### src/rtl/lsu_dcache_arbiter.sv
// Arbitrates the LSU load path and store-buffer drain onto one D-cache port, one transaction in flight.
// Latency: accept -> dc_req_valid +1, zero-wait response -> result pulse +3; next accept in the pulse cycle.
// Backpressure: requester ready only in IDLE for the granted side; cache request held until dc_req_ready.
module lsu_dcache_arbiter #(
    parameter int DATA_W     = 32,
    parameter int TAG_W      = 6,
    parameter int SB_W       = 4,
    parameter int STARVE_MAX = 4
) (
    input  logic                clk,
    input  logic                rst_n,
    input  logic                flush_i,
    input  logic                ld_req_valid,
    output logic                ld_req_ready,
    input  logic [DATA_W-1:0]   ld_req_addr,
    input  logic [TAG_W-1:0]    ld_req_tag,
    input  logic                st_req_valid,
    output logic                st_req_ready,
    input  logic [DATA_W-1:0]   st_req_addr,
    input  logic [DATA_W-1:0]   st_req_data,
    input  logic [DATA_W/8-1:0] st_req_strb,
    input  logic [SB_W-1:0]     st_req_sb_id,
    input  logic                st_urgent_i,
    output logic                dc_req_valid,
    input  logic                dc_req_ready,
    output logic                dc_req_we,
    output logic [DATA_W-1:0]   dc_req_addr,
    output logic [DATA_W-1:0]   dc_req_wdata,
    output logic [DATA_W/8-1:0] dc_req_strb,
    input  logic                dc_resp_valid,
    input  logic [DATA_W-1:0]   dc_resp_data,
    output logic                ld_resp_valid,
    output logic [TAG_W-1:0]    ld_resp_tag,
    output logic [DATA_W-1:0]   ld_resp_data,
    output logic                st_done_valid,
    output logic [SB_W-1:0]     st_done_sb_id
);

    localparam int          STRB_W     = DATA_W / 8;
    localparam logic [3:0]  STARVE_LIM = 4'(STARVE_MAX);

    typedef enum logic [1:0] {IDLE, REQ, WAIT, DROP} state_t;

    state_t              state_q;
    logic                we_q;
    logic [DATA_W-1:0]   addr_q;
    logic [DATA_W-1:0]   wdata_q;
    logic [STRB_W-1:0]   strb_q;
    logic [TAG_W-1:0]    tag_q;
    logic [SB_W-1:0]     sb_id_q;
    logic                kill_q;
    logic [3:0]          starve_q;
    logic                ld_resp_valid_q;
    logic [TAG_W-1:0]    ld_resp_tag_q;
    logic [DATA_W-1:0]   ld_resp_data_q;
    logic                st_done_valid_q;
    logic [SB_W-1:0]     st_done_sb_id_q;

    logic idle;
    logic st_prio;
    logic ld_cand;
    logic ld_go;
    logic st_go;

    // A flushed load is not a candidate, so a concurrent store takes the slot.
    assign idle         = (state_q == IDLE);
    assign st_prio      = st_urgent_i | (starve_q >= STARVE_LIM);
    assign ld_cand      = ld_req_valid & ~flush_i;
    assign ld_req_ready = idle & ld_cand & ~(st_req_valid & st_prio);
    assign st_req_ready = idle & st_req_valid & ~(ld_cand & ~st_prio);
    assign ld_go        = ld_req_ready;
    assign st_go        = st_req_ready;

    assign dc_req_valid  = (state_q == REQ);
    assign dc_req_we     = we_q;
    assign dc_req_addr   = addr_q;
    assign dc_req_wdata  = wdata_q;
    assign dc_req_strb   = strb_q;
    assign ld_resp_valid = ld_resp_valid_q;
    assign ld_resp_tag   = ld_resp_tag_q;
    assign ld_resp_data  = ld_resp_data_q;
    assign st_done_valid = st_done_valid_q;
    assign st_done_sb_id = st_done_sb_id_q;

    always_ff @(posedge clk or negedge rst_n) begin
        if (!rst_n) begin
            state_q         <= IDLE;
            we_q            <= 1'b0;
            addr_q          <= '0;
            wdata_q         <= '0;
            strb_q          <= '0;
            tag_q           <= '0;
            sb_id_q         <= '0;
            kill_q          <= 1'b0;
            starve_q        <= '0;
            ld_resp_valid_q <= 1'b0;
            ld_resp_tag_q   <= '0;
            ld_resp_data_q  <= '0;
            st_done_valid_q <= 1'b0;
            st_done_sb_id_q <= '0;
        end else begin
            ld_resp_valid_q <= 1'b0;
            st_done_valid_q <= 1'b0;
            case (state_q)
                IDLE: begin
                    kill_q <= 1'b0;
                    if (st_go) begin
                        we_q     <= 1'b1;
                        addr_q   <= st_req_addr;
                        wdata_q  <= st_req_data;
                        strb_q   <= st_req_strb;
                        sb_id_q  <= st_req_sb_id;
                        tag_q    <= '0;
                        starve_q <= '0;
                        state_q  <= REQ;
                    end else if (ld_go) begin
                        we_q    <= 1'b0;
                        addr_q  <= ld_req_addr;
                        wdata_q <= '0;
                        strb_q  <= '0;
                        tag_q   <= ld_req_tag;
                        sb_id_q <= '0;
                        if (st_req_valid && (starve_q != 4'hF))
                            starve_q <= starve_q + 4'd1;
                        state_q <= REQ;
                    end
                end
                REQ: begin
                    if (dc_req_ready) begin
                        kill_q  <= 1'b0;
                        state_q <= (!we_q && (flush_i || kill_q)) ? DROP : WAIT;
                    end else if (flush_i && !we_q) begin
                        kill_q <= 1'b1;
                    end
                end
                WAIT: begin
                    if (we_q) begin
                        if (dc_resp_valid) begin
                            st_done_valid_q <= 1'b1;
                            st_done_sb_id_q <= sb_id_q;
                            state_q         <= IDLE;
                        end
                    end else if (dc_resp_valid) begin
                        if (!flush_i) begin
                            ld_resp_valid_q <= 1'b1;
                            ld_resp_tag_q   <= tag_q;
                            ld_resp_data_q  <= dc_resp_data;
                        end
                        state_q <= IDLE;
                    end else if (flush_i) begin
                        // The response is still owed by the cache; swallow it before reopening.
                        state_q <= DROP;
                    end
                end
                DROP: begin
                    if (dc_resp_valid)
                        state_q <= IDLE;
                end
                default: state_q <= IDLE;
            endcase
        end
    end

endmodule

### config.mk
export PLATFORM = sky130hd
export DESIGN_NAME = lsu_dcache_arbiter
export DESIGN_NICKNAME = d
export VERILOG_FILES = /design/src/rtl/lsu_dcache_arbiter.sv
export SDC_FILE = /design/constraint.sdc
export NUM_CORES = 1
export LEC_CHECK = 0
export CORE_MARGIN = 3
export CORE_UTILIZATION = 40
export CTS_CLUSTER_SIZE = 14
export DETAILED_ROUTE_END_ITERATION = 7
export MAX_ROUTING_LAYER = met4
export PLACE_DENSITY = 0.92
export SLEW_MARGIN = 5
export SYNTH_ARGS = -nofsm -noshare
export SYNTH_HDL_FRONTEND = slang
export SYNTH_SLANG_ARGS = --single-unit
### constraint.sdc
create_clock -name clk -period 2.8 [get_ports clk]
set_input_delay 0.84 -clock clk [delete_from_list [all_inputs] [get_ports clk]]
set_output_delay 0.84 -clock clk [all_outputs]
set_load 0.01 [all_outputs]
# Yosys cells after proc, flatten, opt, wreduce, memory -nomap -nowiden
# Cells that the tools add are included.
word_totals:
  n_memories: 0
  latchBits: 0
  regBits: 130
  input_bits: 150
  output_inout_bits: 116
  ramBits: 0
  mem_bits_ro: 0
classes:
  n_mul: 0
  n_eq_ne: 8
  n_mux: 33
  reduce_logical: 15
  magnitude_cmp: 1
  div: 0
  bitwise_logic: 13
  n_shift: 0
  addsub: 1
ops:
  columns: ["op", "n"]
  rows:
  - ["$mux W32", 4]
  - ["$mux W4", 6]
  - ["$mux W2", 7]
  - ["$mux W1", 12]
  - ["$mux W6", 2]
  - ["$reduce_and A3 Y1", 3]
  - ["$ne A4 B4 Y1 const B", 2]
  - ["$pmux W2 S4", 1]
  - ["$and A1 B1 Y1", 7]
  - ["$reduce_bool A2 Y1", 3]
  - ["$not A1 Y1", 5]
  - ["$add A4 B1 Y4 const B", 1]
  - ["$eq A2 B2 Y1 const B", 2]
  - ["$ge A4 B3 Y1 const B", 1]
  - ["$reduce_and A2 Y1", 2]
  - ["$reduce_and A4 Y1", 1]
  - ["$logic_and A1 B1 Y1", 3]
  - ["$ne A3 B1 Y1 const B", 1]
  - ["$ne A3 B3 Y1 const B", 1]
  - ["$eq A2 B1 Y1 const B", 1]
  - ["$logic_not A2 Y1", 1]
  - ["$ne A2 B1 Y1 const B", 1]
  - ["$pmux W1 S2", 1]
  - ["$logic_not A1 Y1", 1]
  - ["other kinds (2)", 2]

# Depth between registers and ports, before layout
# Gate-level depths: netlist of run 1.
logic_depth:
  word_depth: 8
  mapped_depth: 6
  mapped_depth_nobuf: 4

# Least setup slack after synthesis of run 1
# Ideal clock, no wire load.
synth_timing:
  path_type: "input-to-output"
  startpoint: "in st_urgent_i"
  endpoint: "out ld_req_ready"
  setup_slack_ns: 0.297
  arrival_ns: 1.663
  path_buffers: 1
  path_stages: 3
  path_cell_list: "nor3_1 -> o211a_1 -> buf_2"
synth_between:
  elab_chain_cells: 4
synth_lines:
  columns: ["item", "line", "text"]
  rows:
  - ["from (decl)", "23", "input logic st_urgent_i,"]
  - ["$or A1 B1 Y1", "67", "assign st_prio = st_urgent_i | (starve_q >= STARVE_LIM);"]
  - ["$and A1 B1 Y1", "69", "assign ld_req_ready = idle & ld_cand & ~(st_req_valid & st_prio);"]
  - ["$not A1 Y1", "69", null]
  - ["$and A1 B1 Y1", "69", null]
  - ["to (decl)", "14", "output logic ld_req_ready,"]
# No other way between the ends.

# Worst setup path after layout of run 1
layout_timing:
  startpoint: "in ld_req_valid"
  endpoint: "out st_req_ready"
layout_between:
  elab_chain_cells: 4
layout_lines:
  columns: ["item", "line", "text"]
  rows:
  - ["from (decl)", "13", "input logic ld_req_valid,"]
  - ["$and A1 B1 Y1", "68", "assign ld_cand = ld_req_valid & ~flush_i;"]
  - ["$and A1 B1 Y1", "70", "assign st_req_ready = idle & st_req_valid & ~(ld_cand & ~st_prio);"]
  - ["$not A1 Y1", "70", null]
  - ["$and A1 B1 Y1", "70", null]
  - ["to (decl)", "18", "output logic st_req_ready,"]
# No other way between the ends.

==> impl_metrics.tcl, run 1 <==
set metrics [dict create \
    seq_area_frac_synth_pct 64.2 \
    synth_xor_xnor_area_share_pct 0 \
    min_period_ns 2.74 \
    rsz0062_at_grt "false" \
    grt_start_max_net_pins 81 \
    synthMuxAreaShare_pct 10.3 \
    start_util_pct 41.5 \
    finalCritPeriodShare_pct 98.0 \
    clkSlewWorstSetupHoldPaths_ns 0.05 \
    mostFrequentLayoutCell "clkdlybuf4s50_1" \
    wire_per_inst_um 18.7 \
    clock-sinks 130 \
    portBuffers 265 \
    power_switching_share_pct 30.3 \
    max_cap_violations 0 \
    run_status "complete, no violations" \
    worst_pin_slew_ns 0.829 \
    antenna_found_initial 0 \
    dieHeight_um 119 \
    fp-row-count 40 \
    grt_pass1_vias 4626 \
    p_leak_nw 4.09 \
    hold_slack_ns 0.362 \
    p_seq_share_pct 35.7 \
    fmax_mhz 364 \
    p_sw_mw 2.73 \
    gp_congestion 0.790 \
    drc 0 \
    synth_cells 357 \
    synth_compound_area_share_pct 19.0 \
    synth.net_count 508 \
    min_path_type "input pin to async pin" \
    netlist_area_sq_mm 0.00506 \
    setup_tns_ns 0 \
    wl_um 15200 \
    synth_area_per_cell_sq_um 14.2 \
    yosysWarnings 0 \
    setup_viol_count_final 0 \
    htree_levels 4 \
    cp.arrival_ns 1.90 \
    yosys.area.top_type_share_pct 64.2 \
    insertion_delay_ns 0.41 \
    cts_buffer_depth 2 \
    synth_fa_ha_area_share_pct 0.247 \
    cts_hold_buffers 0 \
    firstDrtPassIters 4 \
    die_w_um 119 \
    worstPathMaxFanout 4 \
    grt_pass1_wl_um 24300 \
    synth_cell_types 30 \
    cp-end-kind "primary output" \
    die_area_sq_mm 0.0140 \
    critPathRequiredTime_ns 1.96 \
    p_per_area_mw_per_mm2 1050 \
    placed_area_sq_mm 0.00797 \
    vias_per_cell 5.19 \
    hold_viol_final 0 \
    p_clk_share_pct 22.5 \
    fin_worst_skew_ns 0.0114 \
    p_int_mw 6.27 \
    synth_area_leaders "dfrtp_1, a22o_1, mux2_2" \
    fin_nets 783 \
    antenna_cells 0 \
    layout_common_cells "clkdlybuf4s50_1, dfrtp_1, a22o_1" \
    first_iter_violations 277 \
    dpl.hpwl_um 10800 \
    grtUsageTotal_pct 22.5 \
    ant_nets 0 \
    area_delta_synth_final_pct 68.7 \
    synth_top_family_by_area "compound AO/OA/AOI/OAI gates" \
    slew_viol_final 0 \
    comb_power_share_pct 41.8 \
    cts_buffers 17 \
    path_class "input pin to primary output" \
    cts_tree "built" \
    ios 266 \
    grt_remaining_overflow 0 \
    cp-start-kind "input pin" \
    core_sq_mm 0.0122 \
    root_buffer "clkbuf_16" \
    yosysTopAreaCell "dfrtp_1" \
    ys_ff_latch 130 \
    final_area_sq_mm 0.00854 \
    ir_drop_mv 0.561 \
    vias 4218 \
    synth-simple-area-share_pct 3.31 \
    relSlewSlack_pct 44.7 \
    drive_above_1_share_pct 14.1 \
]
## layer usage
metal	share of wire, %	routed length (um)	GRT usage, %	up-vias
li1	-	-	-	1865
met1	40	6090	26.2	2091
met2	50	7630	36.5	230
met3	7.2	1090	7.03	32
met4	2.4	369	9.05	0
met5	0	0	-	-
## Yosys cell counts
master,number
mux2_2,29
nand3_1,1
or4_4,1
a21oi_1,1
a31oi_1,1
a21oi_2,1
mux2i_1,6
nand4_1,1
inv_1,4
mux2_4,9
nand4b_1,1
o211ai_1,1
ha_1,1
a22o_1,73
o21ai_1,1
o21ai_0,3
o41ai_1,1
nor3_1,1
nor2b_1,5
o22a_1,1
nor2_1,9
nand2_1,16
buf_6,2
buf_4,1
o211a_1,1
a21o_1,33
clkbuf_1,6
and2_1,1
dfrtp_1,130
buf_2,16
## stage by stage
| stage | cells | power, mW | setup slack, ns | util, % |
|---|---|---|---|---|
| after global routing | 812 | 9.46 | 0.0115 | 69.9 |
| after CTS | 810 | 9.09 | 0.0390 | 69.8 |
| after floorplan | 357 | 4.79 | 0.297 | - |
| after global placement | 779 | 6.81 | -0.506 | 65.2 |
| final | 812 | 9.00 | 0.0554 | 69.9 |
| after detailed placement | 779 | 6.98 | -0.520 | 65.2 |
## flip-flops by register name, summed over array words and instances, names as in the netlist, 2 cells and up
| name | count |
|---|---|
| ld_resp_data | 32 |
| state_q | 2 |
| dc_req_strb | 4 |
| st_done_sb_id | 4 |
| starve_q | 4 |
| dc_req_addr | 32 |
| dc_req_wdata | 32 |
| ld_resp_tag | 6 |
| sb_id_q | 4 |
| tag_q | 6 |
## power groups by stage
| stage | Combinational [mW] | Clock [mW] | Sequential (mW) |
|---|---|---|---|
| floorplan | 1.31 | 0 | 3.48 |
| global placement | 3.64 | 0 | 3.17 |
| detailed placement | 3.77 | 0 | 3.21 |
| CTS | 3.80 | 2.07 | 3.22 |
| global route | 4.00 | 2.15 | 3.31 |
| finish | 3.76 | 2.03 | 3.21 |
## worst paths after layout
check | from | end | slack (ns) | cells past startpoint
max | ld_req_valid | st_req_ready | 0.06 | 6
min | rst_n | dc_req_addr[24] | 0.36 | 1
max reg2reg | state_q[0] | dc_req_wdata[20] | 0.78 | 5
min reg2reg | sb_id_q[2] | st_done_sb_id[2] | 0.48 | 2
max in group asynchronous | rst_n | dc_req_addr[17] | 1.69 | 2
min in group clk | sb_id_q[2] | st_done_sb_id[2] | 0.48 | 2
## logic make-up after synthesis
kind of cell             after synthesis
flip-flops                           130
AO/OA/AOI/OAI                        117
multiplexers                          44
AND/OR/NAND/NOR                       36
buffers and inverters                 29
adder cells (fa/ha/maj)                1
## what timing repair did
action,CTS,global route
buffers inserted,0,2
resized for setup,10,1
pin swaps,1,0
setup endpoints to repair,2,2
## critical path: stages
cell and delay, ns:
clkdlybuf4s50_1 0.40, nor2b_4 0.14, buf_12 0.13, buf_12 0.12, a21oi_4 0.12, clkbuf_2 0.16
## area by class of cell
| type | instances | area (sq um) |
|---|---|---|
| fillers | 861 | 3670 |
| inverters | 4 | 15.0 |
| well taps | 168 | 210 |
| clock buffers | 21 | 460 |
| clock inverters | 10 | 86.3 |
| flip-flops and latches | 130 | 3250 |
| multi-input cells | 198 | 1700 |
| repair buffers | 281 | 2820 |
Note: power is estimated with default switching activity, not from simulation.
==> run 2: changes to the inputs <==
CORE_MARGIN = not set   (was 3)
==> run 2 against run 1 <==
Net effect:
- design area is 0.60% higher
- worst hold slack better by 0.12 ns
- worst setup slack worse by 0.029 ns
==> impl_metrics.tcl, run 2 (synthesis results as in run 1) <==
set metrics [dict create \
    run_status "complete, no violations" \
    hold_viol_final 0 \
    power_mw 9.33 \
    cp-end-kind "primary output" \
    grt_remaining_overflow 0 \
    wl_um 14500 \
    hold_slack_ns 0.480 \
    firstDrtPassIters 4 \
    grtUsageTotal_pct 23.0 \
    grt_pass1_vias 4361 \
    start_util_pct 41.6 \
    cts_buffers 17 \
    min_from "sb_id_q[2]" \
    relSlewSlack_pct 44.3 \
    path_class "input pin to primary output" \
    root_buffer "clkbuf_16" \
    post-route-util_pct 70.7 \
    min_path_type "register to register" \
    r2r-end "dc_req_wdata[20]" \
    seqCellArea_sq_mm 0.00325 \
    reg2reg_depth 5 \
    cp-start-kind "input pin" \
    gp_congestion 0.781 \
    dieHeight_um 115 \
    antenna_cells 0 \
    ir_drop_mv 0.568 \
    ant_nets 0 \
    setup_tns_ns 0 \
    wire_per_inst_um 17.9 \
    drc 0 \
    grt_pass1_wl_um 22000 \
    final_area_sq_mm 0.00859 \
    p_per_area_mw_per_mm2 1090 \
    min_period_ns 2.77 \
    vias_per_cell 5.20 \
    fin_ws_ns 0.0263 \
    worstPathMaxFanout 3 \
    clock-sinks 130 \
    critical-path-max-stage-delay_ns 0.48 \
    rsz0062_at_grt "false" \
    p_leak_nw 4.12 \
    crit_chain "clkdlybuf4s50_1 > nor3_2 > buf_4 > a21oi_4 > clkdlybuf4s15_2" \
    path_buf_inv 3 \
    ios 266 \
    grt_start_max_net_pins 131 \
    cts_buffer_depth 2 \
    placed_cells 776 \
    cp.arrival_ns 1.93 \
    slew_viol_final 0 \
    layout_common_cells "clkdlybuf4s50_1, dfrtp_1, a22o_1" \
    core_sq_mm 0.0122 \
    cpMaxStageDelayCell "clkdlybuf4s50_1" \
    fin_nets 779 \
    setup_viol_count_final 0 \
    rrSetupSlack_ns 0.52 \
    critPathTopFamily "buffers and inverters" \
    cts_tree "built" \
    htree_levels 4 \
    insertion_delay_ns 0.41 \
    hold_depth 2 \
    dpl.hpwl_um 9850 \
    portBuffers 265 \
    die_w_um 115 \
    fp-row-count 40 \
    multi_input_area_sq_mm 0.00170 \
    first_iter_violations 262 \
    vias 4204 \
    die_area_sq_mm 0.0131 \
    final_cells 809 \
    reg2reg_from "state_q[1]" \
    finalCritPeriodShare_pct 99.1 \
    worst_pin_slew_ns 0.835 \
    fill_cells 801 \
    drive_above_1_share_pct 13.4 \
    mostFrequentLayoutCell "clkdlybuf4s50_1" \
    max_cap_violations 0 \
    holdPathEnd "st_done_sb_id[2]" \
    area_delta_synth_final_pct 69.7 \
    critPathRequiredTime_ns 1.96 \
    fmax_mhz 361 \
    clkSlewWorstSetupHoldPaths_ns 0.05 \
    fin_worst_skew_ns 0.00876 \
    place_ws_ns -0.372 \
    placed_area_sq_mm 0.00793 \
    antenna_found_initial 0 \
]
[run 2: cell types whose count changed in the layout (fill, tap and decap cells not counted), sizes merged]
cell and delta:
dlygate4sd2 +1, bufinv +4, clkdlybuf4s50 -1, clkinv -4, clkdlybuf4s15 +1, buf -5
inv +1, clkbuf +2, clkinvlp -2
[run 2: worst max path at each step]
stage,from,to,slack (ns),depth (start not counted)
final,st_urgent_i,st_req_ready,0.03,5
after global routing,st_urgent_i,st_req_ready,0.02,5
after CTS,st_urgent_i,ld_req_ready,0.007,4
after detailed placement,ld_req_valid,st_req_ready,-0.37,5
after global placement,ld_req_valid,ld_req_ready,-0.38,4
after floorplan,st_urgent_i,ld_req_ready,0.30,3
[run 2: layout make-up]
class / count / share of cell area [%]
Sequential cell: 130 / 37.9
Timing Repair Buffer: 277 / 32.3
Multi-Input combinational cell: 198 / 19.7
Clock buffer: 23 / 5.45
Tap cell: 168 / 2.45
Clock inverter: 9 / 2.05
Inverter: 4 / 0.175
[run 2: report_power, final]
part	internal, mW	switching (mW)
Clock	1.63	0.786
Sequential	2.70	0.495
Combinational	2.29	1.42
Total	6.63	2.70
[run 2: worst register-to-register path: stages, from the launching register on]
cell     delay, ns
dfrtp_1       0.38
nor2_1        0.38
nand2_1       0.25
a21oi_4       0.19
buf_4         0.69
a22o_1        0.32
[run 2: metal layers]
layer	share of wire, %	track usage (%)	up-vias
met4	1.6	8.83	0
li1	-	-	1852
met5	0	-	-
met3	6.7	5.72	23
met1	39	25.2	2112
met2	53	40.3	217
[run 2: what timing repair did]
action,4_1_cts,5_1_grt
setup endpoints to repair,2,2
pin swaps,0,1
gates resized for setup,9,3
hold endpoints to repair,0,0
setup buffers,0,1
hold buffers,0,0
